File: config.mk
export PLATFORM = sky130hd
export DESIGN_NAME = lap_buffer
export DESIGN_NICKNAME = d
export VERILOG_FILES = /design/src/rtl/lap_pkg.sv /design/src/rtl/key_edge.sv /design/src/rtl/lap_buffer.sv
export SDC_FILE = /design/constraint.sdc
export NUM_CORES = 1
export LEC_CHECK = 0
export ABC_AREA = 1
export BUFFER_PORTS_ARGS = -buffer_cell sky130_fd_sc_hd__buf_2
export CAP_MARGIN = 20
export CORE_UTILIZATION = 45
export CTS_CLUSTER_SIZE = 30
export DETAILED_ROUTE_END_ITERATION = 8
export GPL_ROUTABILITY_DRIVEN = 0
export PLACE_DENSITY = 0.65
export SYNTH_ARGS = -nofsm -noshare
export SYNTH_HDL_FRONTEND = slang
export SYNTH_SLANG_ARGS = --single-unit
export TNS_END_PERCENT = 10
File: constraint.sdc
create_clock -name CLK -period 3 [get_ports CLK]
set_input_delay 0.9 -clock CLK [delete_from_list [all_inputs] [get_ports CLK]]
set_output_delay 0.9 -clock CLK [all_outputs]
set_load 0.1 [all_outputs]
File: src/rtl/lap_pkg.sv
// Shared definitions for the lap buffer: state encoding, storage depth and
// the default lap-freeze display time.
package lap_pkg;

  typedef enum logic [1:0] {
    LIVE   = 2'd0,
    HOLD   = 2'd1,
    RECALL = 2'd2
  } lap_state_e;

  localparam int LAP_DEPTH       = 4;
  localparam int LAP_HOLD_CYCLES = 200000000;
  localparam int LAP_DATA_W      = 16;

endpackage

File: src/rtl/key_edge.sv
// One-bit rising-edge detector for a debounced key level.
// An event needs the key to have been sampled low since reset, so a key that
// is already held when reset releases never fires.
module key_edge (
  input  logic CLK,
  input  logic XRST,
  input  logic KEY_I,
  output logic EVT_O
);

  logic prev_q;
  logic armed_q;

  // Sample history and remember once the key has been seen released.
  always_ff @(posedge CLK) begin
    if (XRST) begin
      prev_q  <= 1'b0;
      armed_q <= 1'b0;
    end else begin
      prev_q <= KEY_I;
      if (!KEY_I) begin
        armed_q <= 1'b1;
      end
    end
  end

  assign EVT_O = KEY_I & ~prev_q & armed_q;

endmodule

File: src/rtl/lap_buffer.sv
// Stopwatch lap buffer: captures up to DEPTH lap times, freezes the display
// for HOLD_CYCLES after each capture and lets the user step through stored
// laps in RECALL mode.
module lap_buffer
  import lap_pkg::*;
#(
  parameter int DEPTH       = LAP_DEPTH,
  parameter int HOLD_CYCLES = LAP_HOLD_CYCLES
) (
  input  logic        CLK,
  input  logic        XRST,
  input  logic [15:0] TIME_IN,
  input  logic        RUN,
  input  logic        CLR,
  input  logic        KEY_LAP,
  input  logic        KEY_RECALL,
  output logic [15:0] DATA_OUT,
  output logic [2:0]  LAP_CNT,
  output logic [1:0]  LAP_IDX,
  output logic        FULL,
  output logic        RECALL_MODE
);

  localparam int HW_RAW = $clog2(HOLD_CYCLES + 1);
  localparam int HW     = (HW_RAW < 1) ? 1 : HW_RAW;
  localparam logic [HW-1:0] HOLD_LOAD = HW'(HOLD_CYCLES);
  localparam logic [HW-1:0] HOLD_ONE  = HW'(1);
  localparam logic [2:0]    CNT_MAX   = 3'(DEPTH);

  lap_state_e    state_q, state_d;
  logic [15:0]   data_q, data_d;
  logic [2:0]    cnt_q, cnt_d;
  logic [1:0]    idx_q, idx_d;
  logic          full_q, full_d;
  logic          rmode_q, rmode_d;
  logic [HW-1:0] hold_q, hold_d;
  logic [15:0]   entry_q [4];

  logic          wr_en;
  logic [1:0]    wr_ptr;
  logic          lap_ev;
  logic          rcl_ev;
  logic          lap_acc;
  logic          rcl_req;

  key_edge u_lap_edge (
    .CLK   (CLK),
    .XRST  (XRST),
    .KEY_I (KEY_LAP),
    .EVT_O (lap_ev)
  );

  key_edge u_rcl_edge (
    .CLK   (CLK),
    .XRST  (XRST),
    .KEY_I (KEY_RECALL),
    .EVT_O (rcl_ev)
  );

  // A lap is only taken while running, with room left and outside RECALL.
  // A recall press coinciding with a lap press is always dropped.
  assign lap_acc = lap_ev & RUN & (cnt_q < CNT_MAX) & (state_q != RECALL);
  assign rcl_req = rcl_ev & ~lap_ev;

  // Next-state, display and counter logic; CLR overrides every key event.
  always_comb begin
    state_d = state_q;
    data_d  = data_q;
    cnt_d   = cnt_q;
    idx_d   = idx_q;
    hold_d  = hold_q;
    wr_en   = 1'b0;
    wr_ptr  = cnt_q[1:0];

    if (CLR) begin
      state_d = LIVE;
      cnt_d   = 3'd0;
      idx_d   = 2'd0;
      hold_d  = '0;
      data_d  = TIME_IN;
    end else if (lap_acc) begin
      wr_en   = 1'b1;
      cnt_d   = cnt_q + 3'd1;
      state_d = HOLD;
      data_d  = TIME_IN;
      hold_d  = HOLD_LOAD;
    end else begin
      case (state_q)
        LIVE: begin
          data_d = TIME_IN;
          if (rcl_req && (cnt_q != 3'd0)) begin
            state_d = RECALL;
            idx_d   = 2'd0;
            data_d  = entry_q[0];
          end
        end
        HOLD: begin
          if (rcl_req && (cnt_q != 3'd0)) begin
            state_d = RECALL;
            idx_d   = 2'd0;
            data_d  = entry_q[0];
            hold_d  = '0;
          end else if (hold_q > HOLD_ONE) begin
            hold_d = hold_q - HOLD_ONE;
          end else begin
            state_d = LIVE;
            hold_d  = '0;
            data_d  = TIME_IN;
          end
        end
        RECALL: begin
          if (rcl_req) begin
            if ({1'b0, idx_q} < (cnt_q - 3'd1)) begin
              idx_d  = idx_q + 2'd1;
              data_d = entry_q[idx_q + 2'd1];
            end else begin
              state_d = LIVE;
              idx_d   = 2'd0;
              data_d  = TIME_IN;
            end
          end
        end
        default: begin
          state_d = LIVE;
          data_d  = TIME_IN;
        end
      endcase
    end

    full_d  = (cnt_d == CNT_MAX);
    rmode_d = (state_d == RECALL);
  end

  // State register.
  always_ff @(posedge CLK) begin
    if (XRST) begin
      state_q <= LIVE;
    end else begin
      state_q <= state_d;
    end
  end

  // Registered outputs and hold counter.
  always_ff @(posedge CLK) begin
    if (XRST) begin
      data_q  <= 16'd0;
      cnt_q   <= 3'd0;
      idx_q   <= 2'd0;
      full_q  <= 1'b0;
      rmode_q <= 1'b0;
      hold_q  <= '0;
    end else begin
      data_q  <= data_d;
      cnt_q   <= cnt_d;
      idx_q   <= idx_d;
      full_q  <= full_d;
      rmode_q <= rmode_d;
      hold_q  <= hold_d;
    end
  end

  // Lap entry registers; never cleared, made unreachable by zeroing the count.
  always_ff @(posedge CLK) begin
    if (wr_en && !XRST) begin
      entry_q[wr_ptr] <= TIME_IN;
    end
  end

  assign DATA_OUT    = data_q;
  assign LAP_CNT     = cnt_q;
  assign LAP_IDX     = idx_q;
  assign FULL        = full_q;
  assign RECALL_MODE = rmode_q;

endmodule

==> results.py <==
metrics = {
    "die": {
        "io_pins": 45,
        "floorplan.die.width_um": 118.3,
        "die-height_um": 118.3,
        "die_area_sq_mm": 0.01399,
        "start_util_pct": 46.14,
        "floorplan.rows": 42,
        "core_area_sq_mm": 0.01319,
    },
    "detailed_routing": {
        "firstDrtPassIters": 7,
        "via_per_inst": 5.002,
        "detail_route.wirelength_um": 13980,
        "detailedRoute.firstIterationViolations": 314,
        "drt_drc_violations_left": 0,
        "drt_antenna_net_count": 0,
        "via_count": 5082,
        "avgRoutedWirePerCell_um": 13.76,
    },
    "place": {
        "port-buffer-count": 44,
        "pre_cts_ws_ps": 427.1,
        "placed_cell_area_sq_mm": 0.006461,
        "dpl.hpwl_um": 9546,
    },
    "sta": {
        "slew-limit-headroom_pct": 50.93,
        "setup_slack_ps": 443.1,
        "fin_skew_ps": 8.121,
        "maxClockFrequency_mhz": 391.1,
        "max_slew.worst_pin.slew_ps": 735.2,
        "grt_setup_unrepaired": "false",
        "hold_violations": 0,
        "setup_viol": 0,
        "maxSlewViolCount": 0,
        "post-route-min-period_ps": 2557,
        "timing.setup.tns_ps": 0,
        "layout_worst_path_cycle_share_pct": 85.23,
    },
    "flow_run": {
        "drv_cap": 0,
    },
    "yosys": {
        "yosys_warnings": 0,
        "post_synth_inst_count": 776,
        "synthFlopType": "sky130_fd_sc_hd__edfxtp_1",
        "synth.distinct_cells": 41,
        "synth_seq_area_share_pct": 50.33,
        "netlist_area_sq_mm": 0.006086,
        "synth_edf_count": 64,
        "syn_nets": 806,
        "synth_largest_type_area_fraction_pct": 31.58,
        "synth.top_cells.by_count": "225 x sky130_fd_sc_hd__nand2_1, 105 x sky130_fd_sc_hd__nor2_1, 103 x sky130_fd_sc_hd__inv_1",
        "syn_area_per_cell_sq_um": 7.843,
        "post-synth-top-area-cell": "sky130_fd_sc_hd__edfxtp_1",
        "synth_seq_cells": 121,
        "synth_async_sr_flop_share_pct": 0,
        "yosysMostFrequentCell": "sky130_fd_sc_hd__nand2_1",
        "synth.top_cells.by_area": "sky130_fd_sc_hd__edfxtp_1 32%, sky130_fd_sc_hd__dfxtp_1 19%, sky130_fd_sc_hd__nand2_1 14%",
    },
    "critical_path": {
        "cp_slowest_stage_delay_ps": 580,
        "timing.reg2reg.setup_slack_ps": 440,
        "path_class": "flip-flop to flip-flop",
        "worst-path-max-fanout": 16,
        "worstSetupEndpointType": "flip-flop",
        "critical_path.cell_chain": "inv_1 -> ha_1 -> ha_1 -> nand2_1 -> o21ai_1 -> nor2_2 -> nand2_1 -> nand2_1 -> nand2_1 -> nand2_1 -> inv_1 -> nand2_1 -> nand2_1 -> nor2_1",
        "worst_r2r_path_depth": 14,
        "timing.critical_path.mode_cell": "sky130_fd_sc_hd__nand2_1",
        "r2r-start": "LAP_CNT[0]$_SDFF_PP0_",
        "regToRegEndpoint": "DATA_OUT[3]$_SDFFE_PP0P_",
        "cp_data_arrival_time_ps": 2910,
        "library_cell_contributing_the_largest_single_delay_on_the_critical_path": "sky130_fd_sc_hd__nor2_2",
        "cp-start-kind": "flip-flop",
        "critPathRequiredTime_ps": 3350,
    },
    "clock_network": {
        "clock_slew_at_reported_path_ffs_ps": 60,
        "cts-buffers-inserted": 17,
        "cts_root_buffer": "sky130_fd_sc_hd__clkbuf_16",
        "cts_setup_buffers": 0,
        "cts.sinks": 121,
        "tritoncts": "done",
        "cts_hold_buffers": 0,
        "post_cts_resize_count": 0,
        "cts_htree_levels": 4,
        "ctsLongestPathBuffers": 2,
        "insertion_delay_ps": 420,
    },
    "min_path": {
        "timing.hold.worst.start": "u_rcl_edge.armed_q$_SDFFE_PP0N_",
        "hold_class": "flip-flop to flip-flop",
        "whs_endpoint": "u_rcl_edge.armed_q$_SDFFE_PP0N_",
        "timing.hold.worst_path_depth": 2,
    },
    "power": {
        "vdd.ir_drop.worst_mv": 0.4766,
        "cellPowerDensity_mw_per_mm2": 573.8,
        "static-leakage-power_nw": 3.325,
        "finalPower_mw": 4.039,
    },
    "cells_and_area": {
        "finalNetCount": 857,
        "fraction_of_final_layout_cells_sized_beyond_drive_strength_1_pct": 14.40,
        "finish.utilization_pct": 53.37,
        "antenna_cells_inserted": 0,
        "area.growth.synth_to_final_pct": 15.67,
        "layout.cell_area.non_filler_sq_mm": 0.007039,
    },
    "global_route": {
        "gr-total-overflow": 0,
        "grt_overall_usage_pct": 20.93,
        "grt_first_pass_wirelength_um": 22810,
        "number_of_global_route_vias_before_repair": 4890,
        "maximum_number_of_pins_on_one_net_before_global_route_repair": 28,
        "number_of_antenna_violations_at_the_first_check_in_global_routing": 0,
    },
    "outcome": {
        "status": "finished, final reports clean",
    },
}
-- cell type report --
class                      instances  area [sq um]
clock buffer                      18         429.2
clock inverter                    14         148.9
fill                            1232          6151
inverter                         109         409.1
multi-input combinational        522          2459
sequential                       121          3063
tap                              176         220.2
timing repair buffer              56         310.3
-- worst max-delay path: cells and delay by family, from the launching register on --
kind	cells	cell delay, ps
AO/OA/AOI/OAI	1	100
AND/OR/NAND/NOR	9	1200
flip-flops	1	430
buffers and inverters	2	150
adder cells (fa/ha/maj)	2	600
-- state kept, by name, indices dropped and copies added (netlist names) --
signal	count
entry_q	64
hold_q	28
DATA_OUT	16
LAP_CNT	3
LAP_IDX	2
state_q	2
FULL	1
RECALL_MODE	1
u_lap_edge.armed_q	1
u_lap_edge.prev_q	1
u_rcl_edge.armed_q	1
u_rcl_edge.prev_q	1
-- report_power, final --
| group | internal [mW] | switching, mW |
|---|---|---|
| sequential | 1.76 | 0.0143 |
| combinational | 0.0703 | 0.218 |
| clock | 1.22 | 0.751 |
-- worst max path at each step --
| stage | end | slack [ps] | cells after the start | from |
|---|---|---|---|---|
| floorplan | DATA_OUT[10]$_SDFFE_PP0P_ | 180 | 15 | LAP_CNT[0]$_SDFF_PP0_ |
| global placement | DATA_OUT[0]$_SDFFE_PP0P_ | 490 | 14 | LAP_CNT[0]$_SDFF_PP0_ |
| detailed placement | DATA_OUT[3]$_SDFFE_PP0P_ | 430 | 14 | LAP_CNT[0]$_SDFF_PP0_ |
| CTS | DATA_OUT[3]$_SDFFE_PP0P_ | 400 | 14 | LAP_CNT[0]$_SDFF_PP0_ |
| global route | DATA_OUT[14]$_SDFFE_PP0P_ | 170 | 14 | LAP_CNT[0]$_SDFF_PP0_ |
| finish | DATA_OUT[3]$_SDFFE_PP0P_ | 440 | 14 | LAP_CNT[0]$_SDFF_PP0_ |
-- metal layers --
metal,routed length (um),GRT usage [%],vias to the layer above
met4,299,9.936,0
li1,-,-,2570
met3,756,6.322,27
met2,6729,34.30,129
met5,0,0,-
met1,6197,25.09,2356
-- stage by stage --
step                      cells  hold slack [ps]
after detailed placement    984            459.5
after global placement      984            453.0
after global routing       1016            503.7
after floorplan             776            439.8
after CTS                  1016            473.5
final                      1016            468.7
-- cell usage in the layout (no fill, tap or decap), types with 3 or more instances in the layout --
cell,count
sky130_fd_sc_hd__inv_2,5
sky130_fd_sc_hd__clkbuf_16,17
sky130_fd_sc_hd__edfxtp_1,64
sky130_fd_sc_hd__ha_1,8
sky130_fd_sc_hd__a21oi_1,61
sky130_fd_sc_hd__buf_4,12
sky130_fd_sc_hd__clkinvlp_4,3
sky130_fd_sc_hd__inv_1,103
sky130_fd_sc_hd__nand4_1,16
sky130_fd_sc_hd__o22ai_1,8
sky130_fd_sc_hd__xor2_1,7
sky130_fd_sc_hd__or2_2,3
sky130_fd_sc_hd__dfxtp_1,57
sky130_fd_sc_hd__nand3_1,27
sky130_fd_sc_hd__a21o_1,3
sky130_fd_sc_hd__nor2_2,13
sky130_fd_sc_hd__nand2_2,5
sky130_fd_sc_hd__clkinv_4,3
sky130_fd_sc_hd__nand2_1,225
sky130_fd_sc_hd__buf_2,44
sky130_fd_sc_hd__o21ai_0,20
sky130_fd_sc_hd__xnor2_1,4
sky130_fd_sc_hd__inv_6,3
sky130_fd_sc_hd__nor2_1,105
-- cells by family after synthesis --
logic type / count (synthesis) / share of synthesized area [%]
buf+inv: 133 / 9.272
fa+ha+maj: 8 / 1.645
simple gates: 405 / 28.60
xor+xnor: 11 / 1.583
compound gates: 98 / 8.573
flops: 121 / 50.33
No activity file was read; power rests on OpenSTA's default activity.
